[src/rtl/pc_pkg.sv]
// pc_pkg: shared definitions for the program-counter unit.
//   - pc_src_e      : which source drives the next PC value
//   - ras_ptr_w()   : pointer width (clog2) derived from the RAS depth
//   - RAS_PTR_W_DEF : pointer width for the default four-entry RAS
package pc_pkg;

    typedef enum logic [2:0] {
        SRC_SEQ      = 3'd0,
        SRC_HOLD     = 3'd1,
        SRC_REDIRECT = 3'd2,
        SRC_BRANCH   = 3'd3,
        SRC_CALL     = 3'd4,
        SRC_RET      = 3'd5
    } pc_src_e;

    // Pointer width for a return-address stack of the given depth.
    // The result is never below one, because the depth is at least two.
    function automatic int ras_ptr_w(input int depth);
        int w;
        w = $clog2(depth);
        if (w < 1) begin
            w = 1;
        end else begin
            w = w;
        end
        return w;
    endfunction

    localparam int RAS_PTR_W_DEF = ras_ptr_w(4);

endpackage

[src/rtl/pc_ras.sv]
// pc_ras: circular return-address stack.
//   clk, rst          : clock and asynchronous active-high reset
//   push, push_addr   : store push_addr as the new top. When the stack is full,
//                       the oldest entry is overwritten.
//   pop               : drop the top entry. This is ignored when the stack is empty.
//   flush             : discard all entries (count returns to zero)
//   top               : address held in the top entry
//   empty, full       : decoded from the registered entry count
//   overflow          : sticky flag, set when a push overwrites an entry; cleared only by reset
// flush takes priority over push, and push over pop. The PC unit never requests more than one at a time.
module pc_ras
    import pc_pkg::*;
#(
    parameter int ADDR_W = 16,
    parameter int DEPTH  = 4
) (
    input  logic              clk,
    input  logic              rst,
    input  logic              push,
    input  logic [ADDR_W-1:0] push_addr,
    input  logic              pop,
    input  logic              flush,
    output logic [ADDR_W-1:0] top,
    output logic              empty,
    output logic              full,
    output logic              overflow
);

    localparam int PTR_W = ras_ptr_w(DEPTH);
    localparam logic [PTR_W-1:0] PTR_ONE  = PTR_W'(1);
    localparam logic [PTR_W:0]   CNT_ONE  = (PTR_W+1)'(1);
    localparam logic [PTR_W:0]   CNT_ZERO = (PTR_W+1)'(0);
    localparam logic [PTR_W:0]   CNT_FULL = (PTR_W+1)'(DEPTH);

    logic [ADDR_W-1:0] mem_r [DEPTH];
    logic [PTR_W-1:0]  top_ptr_r;
    logic [PTR_W:0]    count_r;
    logic              overflow_r;
    logic [PTR_W-1:0]  wr_ptr_s;
    logic              full_s;
    logic              empty_s;

    // The next push lands one slot above the top. When the stack is full, that slot holds the oldest entry.
    assign wr_ptr_s = top_ptr_r + PTR_ONE;
    assign full_s   = (count_r == CNT_FULL);
    assign empty_s  = (count_r == CNT_ZERO);

    // Stack storage, top pointer, entry count and the sticky overflow flag.
    always_ff @(posedge clk or posedge rst) begin
        if (rst) begin
            for (int i = 0; i < DEPTH; i++) begin
                mem_r[i] <= '0;
            end
            top_ptr_r  <= '0;
            count_r    <= CNT_ZERO;
            overflow_r <= 1'b0;
        end else if (flush) begin
            count_r <= CNT_ZERO;
        end else if (push) begin
            mem_r[wr_ptr_s] <= push_addr;
            top_ptr_r       <= wr_ptr_s;
            if (full_s) begin
                overflow_r <= 1'b1;
            end else begin
                count_r <= count_r + CNT_ONE;
            end
        end else if (pop && !empty_s) begin
            top_ptr_r <= top_ptr_r - PTR_ONE;
            count_r   <= count_r - CNT_ONE;
        end else begin
            count_r <= count_r;
        end
    end

    assign top      = mem_r[top_ptr_r];
    assign empty    = empty_s;
    assign full     = full_s;
    assign overflow = overflow_r;

endmodule

[src/rtl/pc_unit.sv]
// pc_unit: fetch-stage program counter with a return-address stack.
//   clk, rst          : clock and asynchronous active-high reset
//   stall             : hold the PC and the RAS
//   redirect_valid/_target      : highest-priority redirect
//   branch_taken, call, ret, branch_target : control-flow sources
//   pc_out            : registered current PC
//   pc_next           : combinational value that pc_out takes at the next edge
//   ras_empty/ras_full/ras_overflow : RAS status
//   ret_underflow     : one-cycle pulse following a ret issued with an empty RAS
module pc_unit
    import pc_pkg::*;
#(
    parameter int                         INST_ADDR_WIDTH       = 16,
    parameter int                         PC_STEP               = 1,
    parameter logic [INST_ADDR_WIDTH-1:0] RESET_VECTOR          = '0,
    parameter int                         RAS_DEPTH             = 4,
    parameter bit                         RAS_FLUSH_ON_REDIRECT = 1'b1
) (
    input  logic                       clk,
    input  logic                       rst,
    input  logic                       stall,
    input  logic                       redirect_valid,
    input  logic [INST_ADDR_WIDTH-1:0] redirect_target,
    input  logic                       branch_taken,
    input  logic                       call,
    input  logic                       ret,
    input  logic [INST_ADDR_WIDTH-1:0] branch_target,
    output logic [INST_ADDR_WIDTH-1:0] pc_out,
    output logic [INST_ADDR_WIDTH-1:0] pc_next,
    output logic                       ras_empty,
    output logic                       ras_full,
    output logic                       ras_overflow,
    output logic                       ret_underflow
);

    localparam logic [INST_ADDR_WIDTH-1:0] STEP = INST_ADDR_WIDTH'(PC_STEP);

    logic [INST_ADDR_WIDTH-1:0] pc_r;
    logic                       underflow_r;
    logic [INST_ADDR_WIDTH-1:0] pc_seq_s;
    logic [INST_ADDR_WIDTH-1:0] pc_next_s;
    logic [INST_ADDR_WIDTH-1:0] ras_top_s;
    logic                       ras_empty_s;
    logic                       ras_full_s;
    logic                       ras_overflow_s;
    logic                       push_s;
    logic                       pop_s;
    logic                       flush_s;
    logic                       underflow_s;
    pc_src_e                    src_s;

    // The sequential address wraps at the address width. It is also the return address pushed by a call.
    assign pc_seq_s = pc_r + STEP;

    // Priority select of the PC source. ret outranks call, and call outranks branch_taken.
    always_comb begin
        src_s = SRC_SEQ;
        if (redirect_valid) begin
            src_s = SRC_REDIRECT;
        end else if (stall) begin
            src_s = SRC_HOLD;
        end else if (ret) begin
            src_s = SRC_RET;
        end else if (call) begin
            src_s = SRC_CALL;
        end else if (branch_taken) begin
            src_s = SRC_BRANCH;
        end else begin
            src_s = SRC_SEQ;
        end
    end

    // Next-PC mux and RAS control decoded from the selected source.
    always_comb begin
        pc_next_s   = pc_seq_s;
        push_s      = 1'b0;
        pop_s       = 1'b0;
        flush_s     = 1'b0;
        underflow_s = 1'b0;
        case (src_s)
            SRC_REDIRECT: begin
                pc_next_s = redirect_target;
                flush_s   = RAS_FLUSH_ON_REDIRECT;
            end
            SRC_HOLD: begin
                pc_next_s = pc_r;
            end
            SRC_RET: begin
                if (ras_empty_s) begin
                    // An empty stack falls through to sequential fetch and flags the underflow.
                    pc_next_s   = pc_seq_s;
                    underflow_s = 1'b1;
                end else begin
                    pc_next_s = ras_top_s;
                    pop_s     = 1'b1;
                end
            end
            SRC_CALL: begin
                pc_next_s = branch_target;
                push_s    = 1'b1;
            end
            SRC_BRANCH: begin
                pc_next_s = branch_target;
            end
            SRC_SEQ: begin
                pc_next_s = pc_seq_s;
            end
            default: begin
                pc_next_s = pc_seq_s;
            end
        endcase
    end

    // PC register and the registered underflow pulse.
    always_ff @(posedge clk or posedge rst) begin
        if (rst) begin
            pc_r        <= RESET_VECTOR;
            underflow_r <= 1'b0;
        end else begin
            pc_r        <= pc_next_s;
            underflow_r <= underflow_s;
        end
    end

    pc_ras #(
        .ADDR_W (INST_ADDR_WIDTH),
        .DEPTH  (RAS_DEPTH)
    ) u_ras (
        .clk       (clk),
        .rst       (rst),
        .push      (push_s),
        .push_addr (pc_seq_s),
        .pop       (pop_s),
        .flush     (flush_s),
        .top       (ras_top_s),
        .empty     (ras_empty_s),
        .full      (ras_full_s),
        .overflow  (ras_overflow_s)
    );

    assign pc_out        = pc_r;
    assign pc_next       = pc_next_s;
    assign ras_empty     = ras_empty_s;
    assign ras_full      = ras_full_s;
    assign ras_overflow  = ras_overflow_s;
    assign ret_underflow = underflow_r;

endmodule

[config.mk]
export PLATFORM = sky130hd
export DESIGN_NAME = pc_unit
export DESIGN_NICKNAME = d
export VERILOG_FILES = /design/src/rtl/pc_pkg.sv /design/src/rtl/pc_ras.sv /design/src/rtl/pc_unit.sv
export SDC_FILE = /design/constraint.sdc
export NUM_CORES = 1
export LEC_CHECK = 0
export ABC_AREA = 0
export BUFFER_PORTS_ARGS = -buffer_cell sky130_fd_sc_hd__clkbuf_2
export CORE_UTILIZATION = 56
export DETAILED_ROUTE_END_ITERATION = 8
export GPL_TIMING_DRIVEN = 0
export HOLD_SLACK_MARGIN = 0.15
export PLACE_DENSITY = 0.8
export SETUP_SLACK_MARGIN = 0.15
export SLEW_MARGIN = 25
export SYNTH_ARGS = -nofsm -noshare
export SYNTH_HDL_FRONTEND = slang
export SYNTH_SLANG_ARGS = --single-unit
[constraint.sdc]
create_clock -name clk -period 3.67 [get_ports clk]
set_input_delay 0.9175 -clock clk [delete_from_list [all_inputs] [get_ports clk]]
set_output_delay 0.9175 -clock clk [all_outputs]
set_load 0.01 [all_outputs]
==> impl_metrics.toml <==
[status]
run_status = "finished clean"

[cells_and_area]
area_delta_synth_final_pct = 19.3
fill_cells = 565
multi_input_area_mm2 = 0.00202
diodes = 0
finalInstanceArea_mm2 = 0.00520
layout.area.seq_mm2 = 0.00218
drive_above_1_share_pct = 32.7
fin_nets = 539
instances_no_fill = 598

[floorplan]
initial_core_util_pct = 59.1
rows = 31
num_io_pins = 75
dieArea_mm2 = 0.00814
die_w_um = 90.2
coreArea_mm2 = 0.00737
die_h_um = 90.2

[sta]
fmax_ghz = 0.285
setup_violations = 0
slew_headroom_pct = 55.3
fin_tns_setup_ps = 0
finalMaxSlewViolations = 0
worst_pin_slew_ps = 670
grt_setup_unrepaired = "true"
fin_crit_ps = 3500
hold_viol_final = 0
fin_crit_sh_pct = 95.5
fin_skew_ps = 9.10
fin_hold_ws_ps = 475

[power]
pwr-share-comb_pct = 33.3
intPower_uw = 2240
sw_frac_of_total_pct = 34.5
seqPwrFrac_pct = 44.6
ir_worst_vdd_mv = 0.373
power.leakage_uw = 0.00235
pwr-share-clk_pct = 22.1
power.density_mw_per_mm2 = 659
p_switching_uw = 1180

[routing]
antenna_left = 0
routed-via-count = 3757
wire_per_inst_um = 20.8
wl_mm = 12.4
drtIter0Drc = 430
first_pass_iters = 9
drc = 0
vias_per_cell = 6.28

[synth]
syn_nets = 448
synthTopCellsByCount = "dfrtp_1 (87), nand2_1 (73), o21ai_1 (32)"
synth_seq_area_share_pct = 50.0
synth.distinct_cells = 49
synth_top_area_share_pct = 50.0
avgSynthCellArea_um2 = 10.8
ys_ff_latch = 87
synth_area_leaders = "dfrtp_1 (50%), mux4_2 (8.3%), nand2_1 (6.3%)"
synth_edf_count = 0
synth_flop_cell = "dfrtp_1"
synth.most_common_cell = "dfrtp_1"
async_flop_share_pct = 100
syn-instance-count = 403
synth_area_leader_cell = "dfrtp_1"
ys_warn_count = 0
synth_area_mm2 = 0.00436

[worst_setup_path]
worstPathArrival_ps = 2590
cp-end-kind = "output pin"
critPathKind = "primary input to output pin"
crit_fanout = 10
critical_path_required_ps = 2750
worstSetupStartpointType = "primary input"

[placement]
dp_hpwl_mm = 8.53
placed_cell_area_mm2 = 0.00488
placedCellCount = 577
portBuffers = 74
place.gp.congestion = 0.872

[cts]
cts.sinks = 87
ctsHtreeMaxLevel = 3
cts_buffers = 9
cts_tree = "built"
root_buffer = "clkbuf_8"
clk_pin_slew_ps = 90
cts_buffer_depth = 2
clock_latency_ps = 350

[grt]
grt.overflow.total = 0
grtUsageTotal_pct = 32.2
grt_max_degree = 61
grt_pass1_wl_mm = 19.9
antenna_found_initial = 0
grt_pass1_vias = 3716

[hold_path]
holdCritPathClass = "flip-flop to flip-flop"

[run]
drv_cap = 0
-- timing repair --
item,CTS,global route
hold buffers,0,0
hold endpoints to repair,0,0
resized for setup,3,12
buffers inserted,0,5
setup endpoints to repair,10,12
pin swaps,0,3
-- worst paths after layout --
path / cells after the start / end / start / slack, ps
min in group asynchronous: 2 / pc_out[8] / rst / 510
setup reg to reg: 8 / u_ras.mem_r[17] / u_ras.top_ptr_r[1] / 960
hold reg to reg: 1 / u_ras.overflow / u_ras.overflow / 480
max in group asynchronous: 3 / u_ras.mem_r[54] / rst / 2580
hold / removal: 1 / u_ras.overflow / u_ras.overflow / 480
setup / recovery: 8 / pc_next[0] / redirect_valid / 170
-- cells in the final DEF, fill, tap and decap left out, types with 4 or more instances in the layout --
cell and instances:
clkbuf_1 11, inv_1 10, nand3_1 4, clkbuf_8 10, nor2_1 21, a21oi_1 16, buf_2 9, o21ai_1 30
mux4_2 16, a222oi_1 9, nor4_2 5, a221oi_1 7, ha_1 5, buf_4 7, buf_6 4, clkbuf_2 72
o211ai_2 8, xnor2_1 13, nand2_1 73, o21ai_0 25, nor3_1 4, dfrtp_1 87
-- logic make-up (layout without fill, tap and decap cells) --
family,Yosys count,in the layout,synth area share (%)
flops,87,87,50.0
xor+xnor,16,16,3.22
fa+ha+maj,6,6,1.89
simple gates,128,128,14.8
mux,18,18,8.79
compound gates,110,110,16.9
buf+inv,38,134,4.39
-- layout make-up --
| type | instances | share of cell area, % |
|---|---|---|
| flip-flops and latches | 87 | 41.9 |
| clock inverters | 5 | 1.56 |
| plain buffers | 27 | 3.20 |
| clock buffers | 11 | 2.72 |
| repair buffers | 80 | 8.61 |
| inverters | 11 | 0.890 |
| multi-input cells | 278 | 38.8 |
| well taps | 99 | 2.38 |
-- registers in the layout, indices dropped and copies added (netlist names) --
name and cells:
u_ras.top_ptr_r 2, u_ras.overflow 1, pc_out 16, u_ras.count_r 3, ret_underflow 1, u_ras.mem_r 64
-- critical path, stage by stage --
cell	delay, ps
clkbuf_2	100
buf_6	140
or3b_4	430
nor4_4	320
a21oi_4	90
buf_8	190
o211ai_2	210
buf_2	180
-- through the flow --
step | setup slack (ps) | total power, uW | util (%)
final | 166 | 3430 | 70.6
after global placement | -453 | 2570 | 65.8
after CTS | 181 | 3390 | 69.5
after floorplan | 502 | 2300 | -
after detailed placement | -36.9 | 2640 | 66.3
after global routing | 122 | 3610 | 70.6
-- power groups by stage --
| stage | clock network, uW | registers [uW] | logic (uW) |
|---|---|---|---|
| 5_1_grt | 796 | 1560 | 1250 |
| 4_1_cts | 753 | 1520 | 1120 |
| 2_1_floorplan | 0 | 1480 | 818 |
| 6_report | 757 | 1530 | 1140 |
| 3_5_place_dp | 0 | 1540 | 1100 |
| 3_3_place_gp | 0 | 1510 | 1060 |
-- metal layers --
layer | GRT usage [%] | up-vias | wire length (um)
met5 | 0 | - | 0
met1 | 43.9 | 1885 | 4940
met4 | 12.1 | 0 | 301
met2 | 50.1 | 214 | 6100
li1 | - | 1627 | -
met3 | 8.29 | 31 | 1110
Note: power is estimated with default switching activity, not from simulation.
